$ cat config.mk
export PLATFORM = sky130hd
export DESIGN_NAME = wam_game_scheduler
export DESIGN_NICKNAME = d
export VERILOG_FILES = /design/src/rtl/wam_defs.sv /design/src/rtl/wam_phase_timer.sv /design/src/rtl/wam_game_scheduler.sv
export SDC_FILE = /design/constraint.sdc
export NUM_CORES = 1
export LEC_CHECK = 0
export BUFFER_PORTS_ARGS = -buffer_cell sky130_fd_sc_hd__buf_2
export CORE_MARGIN = 8
export CORE_UTILIZATION = 30
export DETAILED_ROUTE_END_ITERATION = 12
export PLACE_DENSITY_LB_ADDON = 0.08
export SLEW_MARGIN = 20
export SYNTH_ARGS = -nofsm -noshare
export SYNTH_HDL_FRONTEND = slang
export SYNTH_SLANG_ARGS = --single-unit
$ cat constraint.sdc
create_clock -name clk -period 5.9 [get_ports clk]
set_input_delay 0.885 -clock clk [delete_from_list [all_inputs] [get_ports clk]]
set_output_delay 0.885 -clock clk [all_outputs]
set_load 0.01 [all_outputs]
$ cat src/rtl/wam_defs.sv
// Shared definitions for the whack-a-mole round sequencer: state encoding,
// board size and default phase timing.
package wam_defs;

  localparam int unsigned NUM_MOLES = 9;

  localparam logic [27:0] DEF_ON_INIT   = 28'd50_000_000;
  localparam logic [27:0] DEF_BTWN_INIT = 28'd25_000_000;
  localparam logic [27:0] DEF_ON_MIN    = 28'd5_000_000;
  localparam logic [27:0] DEF_BTWN_MIN  = 28'd2_500_000;

  typedef enum logic [1:0] {
    ST_IDLE = 2'd0,
    ST_GAP  = 2'd1,
    ST_ON   = 2'd2,
    ST_OVER = 2'd3
  } wam_state_e;

endpackage

$ cat src/rtl/wam_phase_timer.sv
// Loadable 28-bit down-counter shared by the gap and lit phases; done marks
// the last cycle of the loaded length.
module wam_phase_timer (
  input  logic        clk,
  input  logic        reset,
  input  logic        load,
  input  logic        en,
  input  logic [27:0] load_val,
  output logic        done
);

  logic [27:0] cnt;

  // A zero length is stretched to one cycle so a phase always ends.
  always_ff @(posedge clk or negedge reset) begin
    if (!reset)
      cnt <= '0;
    else if (load)
      cnt <= (load_val == '0) ? 28'd1 : load_val;
    else if (en && (cnt != '0))
      cnt <= cnt - 28'd1;
  end

  assign done = (cnt == 28'd1);

endmodule

$ cat src/rtl/wam_game_scheduler.sv
// Whack-a-mole round sequencer: alternates gap/lit phases, judges hits and
// tracks score, lives and level with level-dependent phase lengths.
module wam_game_scheduler
  import wam_defs::*;
#(
  parameter logic [27:0] ON_INIT        = DEF_ON_INIT,
  parameter logic [27:0] BTWN_INIT      = DEF_BTWN_INIT,
  parameter logic [27:0] ON_MIN         = DEF_ON_MIN,
  parameter logic [27:0] BTWN_MIN       = DEF_BTWN_MIN,
  parameter int unsigned STEP_SHIFT     = 3,
  parameter logic [7:0]  HITS_PER_LEVEL = 8'd8,
  parameter logic [1:0]  LIVES_INIT     = 2'd3
) (
  input  logic                 clk,
  input  logic                 reset,
  input  logic                 start,
  input  logic [NUM_MOLES-1:0] buttons,
  input  logic [3:0]           rand_pos,
  output logic [NUM_MOLES-1:0] lights,
  output logic [3:0]           position,
  output logic [7:0]           score,
  output logic [1:0]           lives,
  output logic [3:0]           level,
  output logic                 game_over,
  output logic                 busy
);

  wam_state_e state, state_d;
  logic [3:0]  position_d;
  logic [7:0]  score_d;
  logic [1:0]  lives_d;
  logic [3:0]  level_d;
  logic [7:0]  hit_cnt, hit_cnt_d;
  logic [27:0] on_len, on_len_d;
  logic [27:0] btwn_len, btwn_len_d;

  logic        tmr_load;
  logic [27:0] tmr_val;
  logic        tmr_done;

  logic [NUM_MOLES-1:0] mole;
  logic                 hit;
  logic                 wrong;
  logic [27:0]          on_dec;
  logic [27:0]          btwn_dec;

  assign mole     = {{(NUM_MOLES-1){1'b0}}, 1'b1} << position;
  assign hit      = (buttons == mole);
  assign wrong    = |(buttons & ~mole);
  assign on_dec   = on_len - (on_len >> STEP_SHIFT);
  assign btwn_dec = btwn_len - (btwn_len >> STEP_SHIFT);

  wam_phase_timer u_timer (
    .clk      (clk),
    .reset    (reset),
    .load     (tmr_load),
    .en       (busy),
    .load_val (tmr_val),
    .done     (tmr_done)
  );

  always_ff @(posedge clk or negedge reset) begin
    if (!reset) begin
      state    <= ST_IDLE;
      position <= '0;
      score    <= '0;
      lives    <= LIVES_INIT;
      level    <= '0;
      hit_cnt  <= '0;
      on_len   <= ON_INIT;
      btwn_len <= BTWN_INIT;
    end else begin
      state    <= state_d;
      position <= position_d;
      score    <= score_d;
      lives    <= lives_d;
      level    <= level_d;
      hit_cnt  <= hit_cnt_d;
      on_len   <= on_len_d;
      btwn_len <= btwn_len_d;
    end
  end

  always_comb begin
    state_d    = state;
    position_d = position;
    score_d    = score;
    lives_d    = lives;
    level_d    = level;
    hit_cnt_d  = hit_cnt;
    on_len_d   = on_len;
    btwn_len_d = btwn_len;
    tmr_load   = 1'b0;
    tmr_val    = btwn_len;

    unique case (state)
      ST_IDLE, ST_OVER: begin
        if (start) begin
          state_d    = ST_GAP;
          score_d    = '0;
          lives_d    = LIVES_INIT;
          level_d    = '0;
          hit_cnt_d  = '0;
          on_len_d   = ON_INIT;
          btwn_len_d = BTWN_INIT;
          tmr_load   = 1'b1;
          tmr_val    = BTWN_INIT;
        end
      end
      ST_GAP: begin
        if (tmr_done) begin
          position_d = (rand_pos > 4'd8) ? rand_pos - 4'd9 : rand_pos;
          state_d    = ST_ON;
          tmr_load   = 1'b1;
          tmr_val    = on_len;
        end
      end
      ST_ON: begin
        // Exact hit wins over a simultaneous expiry; any stray bit is a miss.
        if (hit) begin
          score_d = (score == 8'hFF) ? score : score + 8'd1;
          if ((hit_cnt + 8'd1) >= HITS_PER_LEVEL) begin
            hit_cnt_d  = '0;
            level_d    = (level == 4'd15) ? level : level + 4'd1;
            on_len_d   = (on_dec < ON_MIN) ? ON_MIN : on_dec;
            btwn_len_d = (btwn_dec < BTWN_MIN) ? BTWN_MIN : btwn_dec;
          end else begin
            hit_cnt_d = hit_cnt + 8'd1;
          end
          state_d  = ST_GAP;
          tmr_load = 1'b1;
          tmr_val  = btwn_len_d;
        end else if (wrong || tmr_done) begin
          lives_d  = (lives == 2'd0) ? 2'd0 : lives - 2'd1;
          tmr_load = 1'b1;
          tmr_val  = btwn_len;
          state_d  = (lives <= 2'd1) ? ST_OVER : ST_GAP;
        end
      end
      default: state_d = ST_IDLE;
    endcase
  end

  assign lights    = (state == ST_ON) ? mole : '0;
  assign game_over = (state == ST_OVER);
  assign busy      = (state == ST_GAP) || (state == ST_ON);

endmodule

==> metrics list, run 1 <==
* Result of the run: complete, no violations
- Setup violations remaining at the end of the flow were counted as 0.
* Aggregate global routing overflow: 0
- Timing would allow up to 0.2038 GHz.
- Arithmetic-cell share of the synthesized area counting full adders, half adders and majority gates: 8.957%
* IO Count: 45
* First-pass GRT wire length: 60130 um
* Routed wire length: 38730 um
* Internal: 1.652 mW
- Initial antenna violation count: 1
- DRC violation total after the first TritonRoute iteration: 698
* Width of the chip: 200.6 um
- After synthesis, flip-flops and latches occupy 27.73% of the total area.
* Cells resized by post-CTS repair: 0
- Routability-driven placement finished with a final weighted congestion of 0.8899.
- The floorplan step defined a core boundary enclosing 33530 um2.
- Residual antenna-violating net count after detailed routing: 0
* Cell leakage power: 4.590 nW
* Via count normalized by instance count: 5.670
- Worst path most repeated cell: sky130_fd_sc_hd__o21ai_1
- In the final layout, the share of cells above drive strength 1 is 11.34%.
* Main combinational cell family by area after synthesis: compound AO/OA/AOI/OAI gates
* Clock skew: 0.01861 ns
* Starting Density: 30.49%
* Maximum buffer depth of the clock tree: 2
* Max_cap viols: 0
- Sinks on the clock net: 112
- Walking the worst path, the cells encountered are inv_1, ha_1, a21oi_1, o21ai_1, a221oi_4, a31o_1, o2111ai_1, nor4_4, o211ai_4, a22oi_2, a2bb2oi_2, nand3_1, or4_1, o21ai_1.
* Ratio of final minimum period to clock period: 83.16%
* Met1 Track Usage GR: 25.26%
- The finished cells cover 11210 um2.
- In this run the most used layer during global routing was met2.
* Proportion of synthesized area in mux cells: 1.542%
* Number of placed cells counting well taps: 1755
- In the synthesized netlist the dominant register cell turns out to be sky130_fd_sc_hd__dfrtp_1.
* Max VDD drop: 0.0001969 V
* Worst Setup End Kind: flip-flop
- Hold-fix buffers, CTS: 0
- Count of endpoints failing hold in the final timing report: 0
- Grt met2 use: 30.83%
* Clk_lat worst skew: 0.37 ns
- Clock-pin slew of the registers on the worst-case setup and hold paths: 0.09 ns
* Switching power as a share of total power: 47.72%
- The via count of the first global-routing pass is 9821.
* Sum of negative setup slack: 0 ns
- The synthesized netlist occupies a cell area of 10220 um2.
- Maximum number of pins on one net before global-route repair: 64
- Comb pwr share: 48.9%
- Startpoint types: flip-flop
- Data arrival at the endpoint of the critical path: 5.20 ns
- The tree is rooted in a sky130_fd_sc_hd__clkbuf_16.
* Xor and xnor fraction of the mapped netlist area: 5.813%
- Number of search-and-repair iterations in the first detailed-routing pass: 5
- OpenSTA, run right after detailed placement, puts the worst setup slack at 1.158 ns.
- For this design the ratio of total power to cell area is 281.9 nW/um2.
- Count of unresolved DRC violations after routing: 0
- Standard-cell rows: 67
- At the pin with the least slew margin, the transition time is 1.080 ns.
- H-tree lvl count: 3
- Standard cell with the maximum stage delay on the critical path: sky130_fd_sc_hd__a22oi_2
* Area taken by flip-flops and latches: 2835 um2
* Leading cell type in the layout, fill and taps excluded: sky130_fd_sc_hd__nand2_1
* Placed inst area: 10930 um2
- Final Max Slew Viols: 0
- Of the total power, the clock network draws 20.1%.
- Yosys warning count: 0
- Count of vias placed by the detailed router: 10.04k
- Post-detailed-route wirelength per cell: 21.87 um
- Average instance area after synthesis: 7.877 um2
- Layout net count: 1406
- The number of clock buffers added by TritonCTS is 9.
* Compound-Gate Fraction of Synth Area: 29.23%
- Along the worst path, the maximum fanout reaches 11.
* Fillers: 3653
- Across every metal layer, demand over resource in global routing totals 18.70%.
- The finished layout holds 1771 standard cells, fillers aside.
* Data required, critical path: 6.20 ns
* Layout Utilization: 33.42%
* TritonCTS clock tree: built
- Synthesized-area fraction occupied by and/or/nand/nor cells: 21.21%
- Number of storage elements in the synthesis netlist: 112
* Final total power: 3.159 mW
- In the synthesized netlist the async set-or-reset flop fraction comes to 100.0%.
- Once the clock tree was built, the setup fixing pass inserted 0 buffers.
- Number of enable flip-flop cells after synthesis: 0
- In this run, distinct cell masters in the synthesized netlist total 97.
- The largest single stage delay on the critical path is 0.71 ns.
* Unrepaired setup endpoints after global routing: no
- In the global route stage, met3 resource usage came out at 1.953%.
- Leading cell types in the layout, fill and taps excluded: 145 x sky130_fd_sc_hd__nand2_1, 118 x sky130_fd_sc_hd__nor2_1, 105 x sky130_fd_sc_hd__o21ai_0
* Critical path class: flip-flop to flip-flop
* Layout overhead on the synthesized area: 9.606%
- Synthesis handed over a netlist of 1298 instances.
- The HPWL after detailed placement is 30550 um.
- Number of buffers inserted by port buffering: 44
- Summing all multi-input logic gate instances after layout gives 6835 um2.
- Rel. slew slack: 27.73%
- Worst setup margin: 0.9936 ns
* Vertical die dimension: 200.6 um
* Switching power summed over all nets: 1.507 mW
- The min-delay analysis places its worst path in the category flip-flop to flip-flop.
- Minimum clock period: 4.906 ns
- The die covers 40250 um2.
* Diodes inserted: 0
* Final Hold Slack: 0.5131 ns
* Syn Nets: 1386
- Part of the power in registers: 31.0%
[worst max-delay path: cells and delay by family (launching register included)]
kind                     cells  cell delay (ns)
flip-flops                   1             0.62
AND/OR/NAND/NOR              3             0.88
adder cells (fa/ha/maj)      1             0.35
buffers and inverters        1             0.09
AO/OA/AOI/OAI                9             2.87
[power by group through the flow]
stage | Clock [mW] | Sequential [mW] | Combinational (mW)
after CTS | 0.644 | 0.977 | 1.55
final | 0.634 | 0.979 | 1.55
after detailed placement | 0 | 0.991 | 1.55
after global routing | 0.670 | 0.993 | 1.70
after global placement | 0 | 0.990 | 1.56
after floorplan | 0 | 0.977 | 0.990
[final timing paths]
| path | startpoint | to | slack (ns) | depth (start not counted) |
|---|---|---|---|---|
| setup / recovery | btwn_len[13] | u_timer.cnt[0] | 0.99 | 14 |
| hold / removal | lives[1] | lives[1] | 0.51 | 2 |
| setup reg to reg | btwn_len[13] | u_timer.cnt[0] | 0.99 | 14 |
| hold reg to reg | lives[1] | lives[1] | 0.51 | 2 |
| max in group asynchronous | reset | btwn_len[5] | 3.99 | 2 |
| min in group asynchronous | reset | btwn_len[9] | 0.61 | 1 |
[state kept, by name (all words and copies together), names as in the netlist]
register and cells:
on_len 28, btwn_len 28, lives 2, level 4, hit_cnt 8, state 2, score 8, u_timer.cnt 28
position 4
[area by class of cell]
cell class,count,share of cell area (%)
tap,448,5.002
clock buffer,10,2.043
timing repair buffer,63,3.260
multi-input combinational,1044,60.99
sequential,112,25.30
inverter,88,2.947
clock inverter,6,0.4577
[cell usage after synthesis, types with 18 or more instances]
cell type	instances	area share (%)
sky130_fd_sc_hd__or3_1	18	1.1
sky130_fd_sc_hd__o21ai_0	105	5.1
sky130_fd_sc_hd__a21oi_1	97	4.7
sky130_fd_sc_hd__dfrtp_1	86	21
sky130_fd_sc_hd__xor2_1	24	2.1
sky130_fd_sc_hd__a31oi_1	21	1.3
sky130_fd_sc_hd__clkbuf_1	36	1.3
sky130_fd_sc_hd__nand2_1	145	5.3
sky130_fd_sc_hd__nor2_1	118	4.3
sky130_fd_sc_hd__dfstp_2	26	6.7
sky130_fd_sc_hd__nor3_1	33	1.6
sky130_fd_sc_hd__ha_1	70	8.6
sky130_fd_sc_hd__nand3_1	34	1.7
sky130_fd_sc_hd__xnor2_1	42	3.6
sky130_fd_sc_hd__inv_1	87	3.2
sky130_fd_sc_hd__a21o_1	18	1.3
[per-layer routing]
layer | share of wire (%) | wire (um)
met4 | 2.8 | 1090
met5 | 0.034 | 13
met1 | 47 | 18210
met3 | 3.8 | 1488
met2 | 46 | 17930
[logic make-up after synthesis]
logic type,after synthesis
xor+xnor,67
mux,15
compound gates,440
simple gates,450
buf+inv,142
flops,112
fa+ha+maj,72
No activity file was read; power rests on OpenSTA's default activity.
==> inputs of run 2 (changes only) <==
Clock period 5.9 ns to 4.92 ns, I/O delays scaled along.
==> run 2 against run 1 <==
Clock power grew 30%. Clock skew shrank 0.0091 ns. Die area is the same. Non-clock buffer count grew 27. Sequential power grew 20%. Power grew 25%. Global-route usage grew 0.67 points. Wire length grew 1.2%. Cell area grew 2.2%. Final cell count grew 1.5%. Critical path type unchanged.
==> metrics list, run 2 (same netlist as run 1, synthesis figures left out) <==
- Diodes inserted: 0 (unchanged)
- The final sum of negative setup slack was 0 ns (unchanged).
* Global routing usage summed across all routing layers: 19.37% (+0.67 points)
* Slew at the pin closest to its max-slew limit: 1.043 ns (-0.03688 ns)
* Routed wire length: 39210 um (+1.2%)
- The via count of the first global-routing pass came to 10.14k (+3.3%).
- Data arrival at the endpoint of the critical path: 4.91 ns (-0.29 ns)
- The maximum clock frequency is 0.2172 GHz (+6.6%).
- Clock tree synthesis selected as its root buffer the cell sky130_fd_sc_hd__clkbuf_16.
- The DRC marker count from the first detailed-route iteration was 839 (+20%).
- After global routing, the most crowded layer is met2.
- Residual antenna-violating net count after detailed routing: 0 (unchanged)
- CP max stage delay: 0.61 ns (-0.10 ns)
- Number of search-and-repair iterations in the first detailed-routing pass: 6 (+1)
- Kind of cell with the highest combined delay on the critical path: compound AO/OA/AOI/OAI gates
* Met1 Track Usage GR: 26.25% (+0.99 points)
* Max_cap viols: 0 (unchanged)
* Clock-pin slew of the registers on the worst-case setup and hold paths: 0.09 ns (about the same)
* Post-detail-place hpwl: 30980 um (+1.4%)
- CTS Buf Count: 9 (unchanged)
- The wire length of the first global-routing pass is 62360 um (+3.7%).
* Standard-cell rows: 67 (unchanged)
- Maximum number of pins on one net before global-route repair: 61 (-4.7%)
- Combined buffer and inverter count along the critical path: 1 (unchanged)
- The minimum period implied by the final worst setup slack was 4.604 ns (-0.3021 ns).
- H-tree lvl count: 3 (unchanged)
- Worst Setup End Kind: flip-flop
- The worst max-slew margin expressed relative to the limit was 30.20% (+2.5 points).
- The number of sinks handled by clock tree synthesis is 112 (unchanged).
- The largest voltage drop on the vdd net is 0.0002396 V (+22%).
- Setup repair after global routing left no endpoint under its margin.
* Starting Density: 30.49% (unchanged)
- The number of nets in the layout is 1433 (+1.9%).
- The signal on the critical path passes through inv_1, ha_1, nand2_1, o21ai_1, a2111oi_0, a2111oi_0, o211ai_1, nor4_4, o211ai_4, a22oi_2, a2bb2oi_2, nand3_1, or4_1, o21ai_1.
* Data required, critical path: 5.22 ns (-0.98 ns)
- In the final layout, the registers with the most flip-flops are btwn_len (28), on_len (28), u_timer.cnt (28).
- The floorplan core area was 33530 um2 (unchanged).
- Grt met2 use: 31.09% (+0.26 points)
- The depth of the worst register-to-register path came to 14 (unchanged).
- GR Layer Usage met3: 2.388% (+0.44 points)
- The per-cell via count in the routed design was 5.672 (about the same).
* Fillers: 3656 (+0.082%)
* Worst path depth: 14 (unchanged)
* Maximum buffer depth of the clock tree: 2 (unchanged)
- Weighted congestion at the end of routability-driven global placement: 0.9153 (+2.9%)
- Clock skew: 0.009484 ns (-0.009124 ns)
- The largest fanout on the critical path is 8 (-3).
- Leaving out fill and tap cells, the most frequent cell in the layout is sky130_fd_sc_hd__nand2_1.
- Result of the run: complete, no violations
* Number of buffers inserted by port buffering: 44 (unchanged)
- Layout overhead on the synthesized area: 11.97%
- Count of vias placed by the detailed router: 10.20k (+1.6%)
* Width of the chip: 200.6 um (unchanged)
- The number of I/O pins is 45 (unchanged).
- The sum of overflow across all layers after global routing came to 0 (unchanged).
- Count of endpoints failing hold in the final timing report: 0 (unchanged)
- Final Max Slew Viols: 0 (unchanged)
- The worst-case register-to-register setup slack was 0.32 ns (-0.68 ns).
- The setup violation total in the final timing report came to 0 (unchanged).
- Vertical die dimension: 200.6 um (unchanged)
* Cell leakage power: 4.742 nW (+3.3%)
- Post-detailed-route wirelength per cell: 21.81 um (-0.29%)
- The worst setup path is of the flip-flop to flip-flop kind.
* Initial antenna violation count: 0 (-1)
- PwrDens: 345.4 nW/um2 (+23%)
- The worst setup path is launched from a flip-flop.
- Layout cells sized above 1: 13.26% (+1.9 points)
- Layout Utilization: 34.14% (+0.72 points)
* Count of unresolved DRC violations after routing: 0 (unchanged)
- The worst setup margin was 0.3157 ns (-0.6779 ns).
* Clk_lat worst skew: 0.37 ns (about the same)
* Placed inst area: 11130 um2 (+1.9%)
- Path class of the lowest-slack min-delay path: input port to async pin
- The top cell types in the final layout, fill and taps aside, are 145 x sky130_fd_sc_hd__nand2_1, 118 x sky130_fd_sc_hd__nor2_1, 105 x sky130_fd_sc_hd__o21ai_0.
- Ratio of final minimum period to clock period: 93.58% (+10 points)
- The slowest stage of the critical path belongs to the cell sky130_fd_sc_hd__a2111oi_0.
- The overall die area was 40250 um2 (unchanged).
* Cell area after layout: 11450 um2 (+2.2%)
* Pre-CTS setup slack: 0.4427 ns (-0.7153 ns)
- TritonCTS built the clock tree.
==> run 2: cell count changes in the layout (fill, tap and decap cells not counted), sizes merged <==
cell	before	now
buf	63	90
bufinv	0	1
clkinvlp	0	1
clkbuf	10	9
clkinv	5	2
inv	89	91
==> run 2: cell type report <==
type	instances	area, um2	area share (%)
multi-input combinational	1044	6843	59.77
sequential	112	2835	24.76
timing repair buffer	90	568.0	4.962
tap	448	560.5	4.896
inverter	88	330.3	2.885
clock buffer	9	225.2	1.967
clock inverter	7	86.33	0.7541
==> run 2: power breakdown <==
part           internal, mW  switching, mW
combinational         0.623           1.33
sequential             1.06          0.117
clock                 0.409          0.415
==> run 2: path summary, 6_finish.rpt <==
path	end	startpoint
min reg2reg	on_len[14]	on_len[14]
max	u_timer.cnt[0]	btwn_len[24]
max reg2reg	u_timer.cnt[0]	btwn_len[24]
min	btwn_len[8]	reset
min in group clk	on_len[14]	on_len[14]
max in group asynchronous	on_len[19]	reset
==> run 2: what timing repair did <==
action	in CTS	in global routing
hold endpoints to repair	0	0
setup endpoints to repair	0	2
hold buffers	0	0
setup buffers	0	0
resized for setup	0	2
==> run 2: routing by layer <==
| layer | part of all wire [%] | routed length [um] |
|---|---|---|
| met1 | 46 | 18140 |
| met2 | 45 | 17810 |
| met3 | 4.6 | 1786 |
| met4 | 3.8 | 1475 |
| met5 | 0 | 0 |
==> run 2: metrics by stage <==
step / std cells / hold WS [ns] / power, mW
2_1_floorplan: 1298 / 0.4424 / 2.359
3_3_place_gp: 1782 / 0.4934 / 3.156
3_5_place_dp: 1782 / 0.5133 / 3.138
4_1_cts: 1798 / 0.4934 / 3.971
5_1_grt: 1798 / 0.5150 / 4.232
6_report: 1798 / 0.4446 / 3.954
==> inputs of run 3 (changes only) <==
--- a/config.mk
+++ b/config.mk
@@ -8,2 +8,4 @@
 export BUFFER_PORTS_ARGS = -buffer_cell sky130_fd_sc_hd__buf_2
+export CELL_PAD_IN_SITES_DETAIL_PLACEMENT = 1
+export CELL_PAD_IN_SITES_GLOBAL_PLACEMENT = 2
 export CORE_MARGIN = 8
--- a/constraint.sdc
+++ b/constraint.sdc
@@ -3,2 +3,2 @@
 set_output_delay 0.738 -clock clk [all_outputs]
-set_load 0.01 [all_outputs]
+set_load 0.05 [all_outputs]
==> run 3 against run 2 <==
Power grew 3.6%. Via count grew 0.61%. Global-route usage grew 1.5 points. Sequential cell count is the same. Combinational power grew 8%. Critical path type unchanged. Non-clock buffer count grew 10. Clock-buffer cell count is the same. Clock power shrank 2.7%. First-iteration DRC count shrank 19%. Critical path depth is the same. Largest power group unchanged. Hold slack lost 0.062 ns.
==> metrics list, run 3 (same netlist as run 1, synthesis figures left out) <==
- Count of unresolved DRC violations after routing: 0 (unchanged)
* Leading cell types in the layout, fill and taps excluded: 145 x sky130_fd_sc_hd__nand2_1, 117 x sky130_fd_sc_hd__nor2_1, 105 x sky130_fd_sc_hd__o21ai_0
* Combined buffer and inverter count along the critical path: 2 (+1)
* Ratio of final minimum period to clock period: 96.37% (+2.8 points)
- Minimum clock period: 4.741 ns (+0.1369 ns)
- IO Count: 45 (unchanged)
* Global routing usage summed across all routing layers: 20.89% (+1.5 points)
- Worst Setup End Kind: flip-flop
* Regs by FF count: btwn_len (28), on_len (28), u_timer.cnt (28)
* Result of the run: complete, no violations
* Worst path most repeated cell: sky130_fd_sc_hd__o211ai_1
* Data arrival at the endpoint of the critical path: 5.05 ns (+0.14 ns)
- Slew at the pin closest to its max-slew limit: 0.7534 ns (-0.2898 ns)
- The post-route core utilization is 34.36% (+0.22 points).
- Clock root buffer master: sky130_fd_sc_hd__clkbuf_16
* Max VDD drop: 0.0001919 V (-20%)
* Number of placed cells counting well taps: 1792 (+0.56%)
- The HPWL after detailed placement is 34070 um (+10%).
- Leaving out fill and tap cells, the most frequent cell in the layout is sky130_fd_sc_hd__nand2_1.
- Clk_lat worst skew: 0.38 ns (about the same)
* Kind of cell with the highest combined delay on the critical path: compound AO/OA/AOI/OAI gates
- The number of hold-slack violations in the final timing report is 0 (unchanged).
- Comb pwr share: 51.7% (+2.2 points)
- The clock slew seen by the registers of the worst setup and hold paths came to 0.09 ns (about the same).
- The worst max-slew margin expressed relative to the limit was 49.65% (+19 points).
- The floorplan core area is 33530 um2 (unchanged).
- From synthesis to final layout, the design area changed by 12.68%.
* Standard-cell rows: 67 (unchanged)
* Switching power summed over all nets: 1.983 mW (+6.3%)
- The initial core utilization was 30.49% (unchanged).
* Data required, critical path: 5.23 ns (about the same)
- In this run the critical register-to-register path is launched from btwn_len[25].
* CTS Buf Count: 9 (unchanged)
- Area enclosed by the die boundary: 40250 um2 (unchanged)
- The power per standard cell area is 355.4 nW/um2 (+2.9%).
- The wire length of the first global-routing pass was 66270 um (+6.3%).
- Vertical die dimension: 200.6 um (unchanged)
- The proportion of power drawn by the clock network is 19.6% (-1.2 points).
* Part of the power in registers: 28.7% (-1.0 points)
* Diodes inserted: 0 (unchanged)
- The global placement routability congestion came to 0.9344 (+2.1%).
* Residual antenna-violating net count after detailed routing: 0 (unchanged)
- The worst setup path is launched from a flip-flop.
- The endpoint identified for the worst register-to-register timing path is u_timer.cnt[0].
* Fmax: 0.2109 GHz (-2.9%)
- The depth of the worst register-to-register path came to 14 (unchanged).
- The buffer levels on the longest clock path was 2 (unchanged).
- Critical path class: flip-flop to flip-flop
- Sum of negative setup slack: 0 ns (unchanged)
* Layout cells sized above 1: 13.82% (+0.56 points)
- TritonCTS built the clock tree.
- The number of sinks handled by clock tree synthesis was 112 (unchanged).
- The stage delay of the slowest cell on the critical path is 0.54 ns (-0.07 ns).
- The critical path goes through inv_1, ha_1, buf_4, and4_4, and4bb_4, o211ai_1, a31oi_1, o32ai_2, nor4_4, a22oi_2, o21ai_0, o211ai_1, or4_1, o21ai_1.
- The detailed-router iteration count before antenna repair is 5 (-1).
- The slowest stage of the critical path is the sky130_fd_sc_hd__dfrtp_1 cell.
* Cell leakage power: 4.798 nW (+1.2%)
- The max-slew violation count was 0 (unchanged).
* Final total power: 4.095 mW (+3.6%)
* Layout net count: 1443 (+0.70%)
* Post-detailed-route wirelength per cell: 23.41 um (+7.4%)
* Vias in the first global route: 10.78k (+6.3%)
- The cell internal power dissipation was 2.112 mW (+1.1%).
* Clock skew: 0.01459 ns (+0.005107 ns)
- The total number of H-tree levels was 3 (unchanged).
- The routed wire length was 42330 um (+8.0%).
* Hold-fix buffers, CTS: 0 (unchanged)
- Maximum fanout along the worst path: 9 (+1)
- The number of buffers added on ports was 44 (unchanged).
* Max_cap viols: 0 (unchanged)
- Maximum number of pins on one net before global-route repair: 48 (-21%)
- Final setup violation count: 0 (unchanged)
* Aggregate global routing overflow: 0 (unchanged)
- Switching power as a share of total power: 48.43% (+1.3 points)
- The chip width came to 200.6 um (unchanged).
- DRC violation total after the first TritonRoute iteration: 681 (-19%)
- The number of antenna violations at the first check in global routing came to 0 (unchanged).
- The non-filler instance count after layout was 1808 (+0.56%).
* Via count normalized by instance count: 5.675 (about the same)
- The worst-case register-to-register setup slack is 0.18 ns (-0.14 ns).
- Final Hold Slack: 0.3828 ns (-0.06186 ns)
* Setup bufs post-CTS: 0 (unchanged)
* Path class of the lowest-slack min-delay path: input port to async pin
- Unrepaired setup endpoints after global routing: no
* Count of vias placed by the detailed router: 10.26k (+0.61%)
run 3: per-stage QoR:
step | cell area (um2) | worst slack (ns)
after floorplan | 10220 | 1.065
after global placement | 11200 | 0.09761
after detailed placement | 11200 | 0.1184
after CTS | 11510 | 0.1164
final | 11520 | 0.1788
after global routing | 11520 | 0.06941
run 3: per-layer routing:
metal	vias up	GRT usage [%]	routed length [um]
met2	174	34.28	19600
li1	4895	-	-
met5	-	0	0
met4	0	9.041	1691
met1	5111	27.40	19880
met3	80	2.421	1159
run 3: cell type report:
type / count / area [um2]
Clock buffer: 9 / 225.2
Clock inverter: 7 / 88.84
Fill cell: 4110 / 22010
Inverter: 88 / 330.3
Multi-Input combinational cell: 1044 / 6838
Sequential cell: 112 / 2835
Tap cell: 448 / 560.5
Timing Repair Buffer: 100 / 643.1
run 3: what timing repair did:
item	4_1_cts	5_1_grt
resized for setup	0	2
endpoints found under the setup margin	0	1
endpoints found under the hold margin	0	0
run 3: worst max-delay path by stage:
stage / startpoint / slack (ns) / endpoint / cells after the start
3_3_place_gp: btwn_len[25] / 0.1 / u_timer.cnt[0] / 15
5_1_grt: btwn_len[25] / 0.07 / u_timer.cnt[0] / 14
3_5_place_dp: btwn_len[21] / 0.12 / u_timer.cnt[0] / 14
6_report: btwn_len[25] / 0.18 / u_timer.cnt[0] / 14
2_1_floorplan: position[2] / 1.07 / u_timer.cnt[0] / 16
4_1_cts: btwn_len[21] / 0.12 / u_timer.cnt[0] / 14
run 3: power groups by stage:
stage / Clock (mW) / Sequential [mW] / Combinational (mW)
finish: 0.802 / 1.18 / 2.12
global route: 0.861 / 1.19 / 2.30
CTS: 0.832 / 1.17 / 2.13
detailed placement: 0 / 1.19 / 2.12
global placement: 0 / 1.19 / 2.12
floorplan: 0 / 1.22 / 1.21
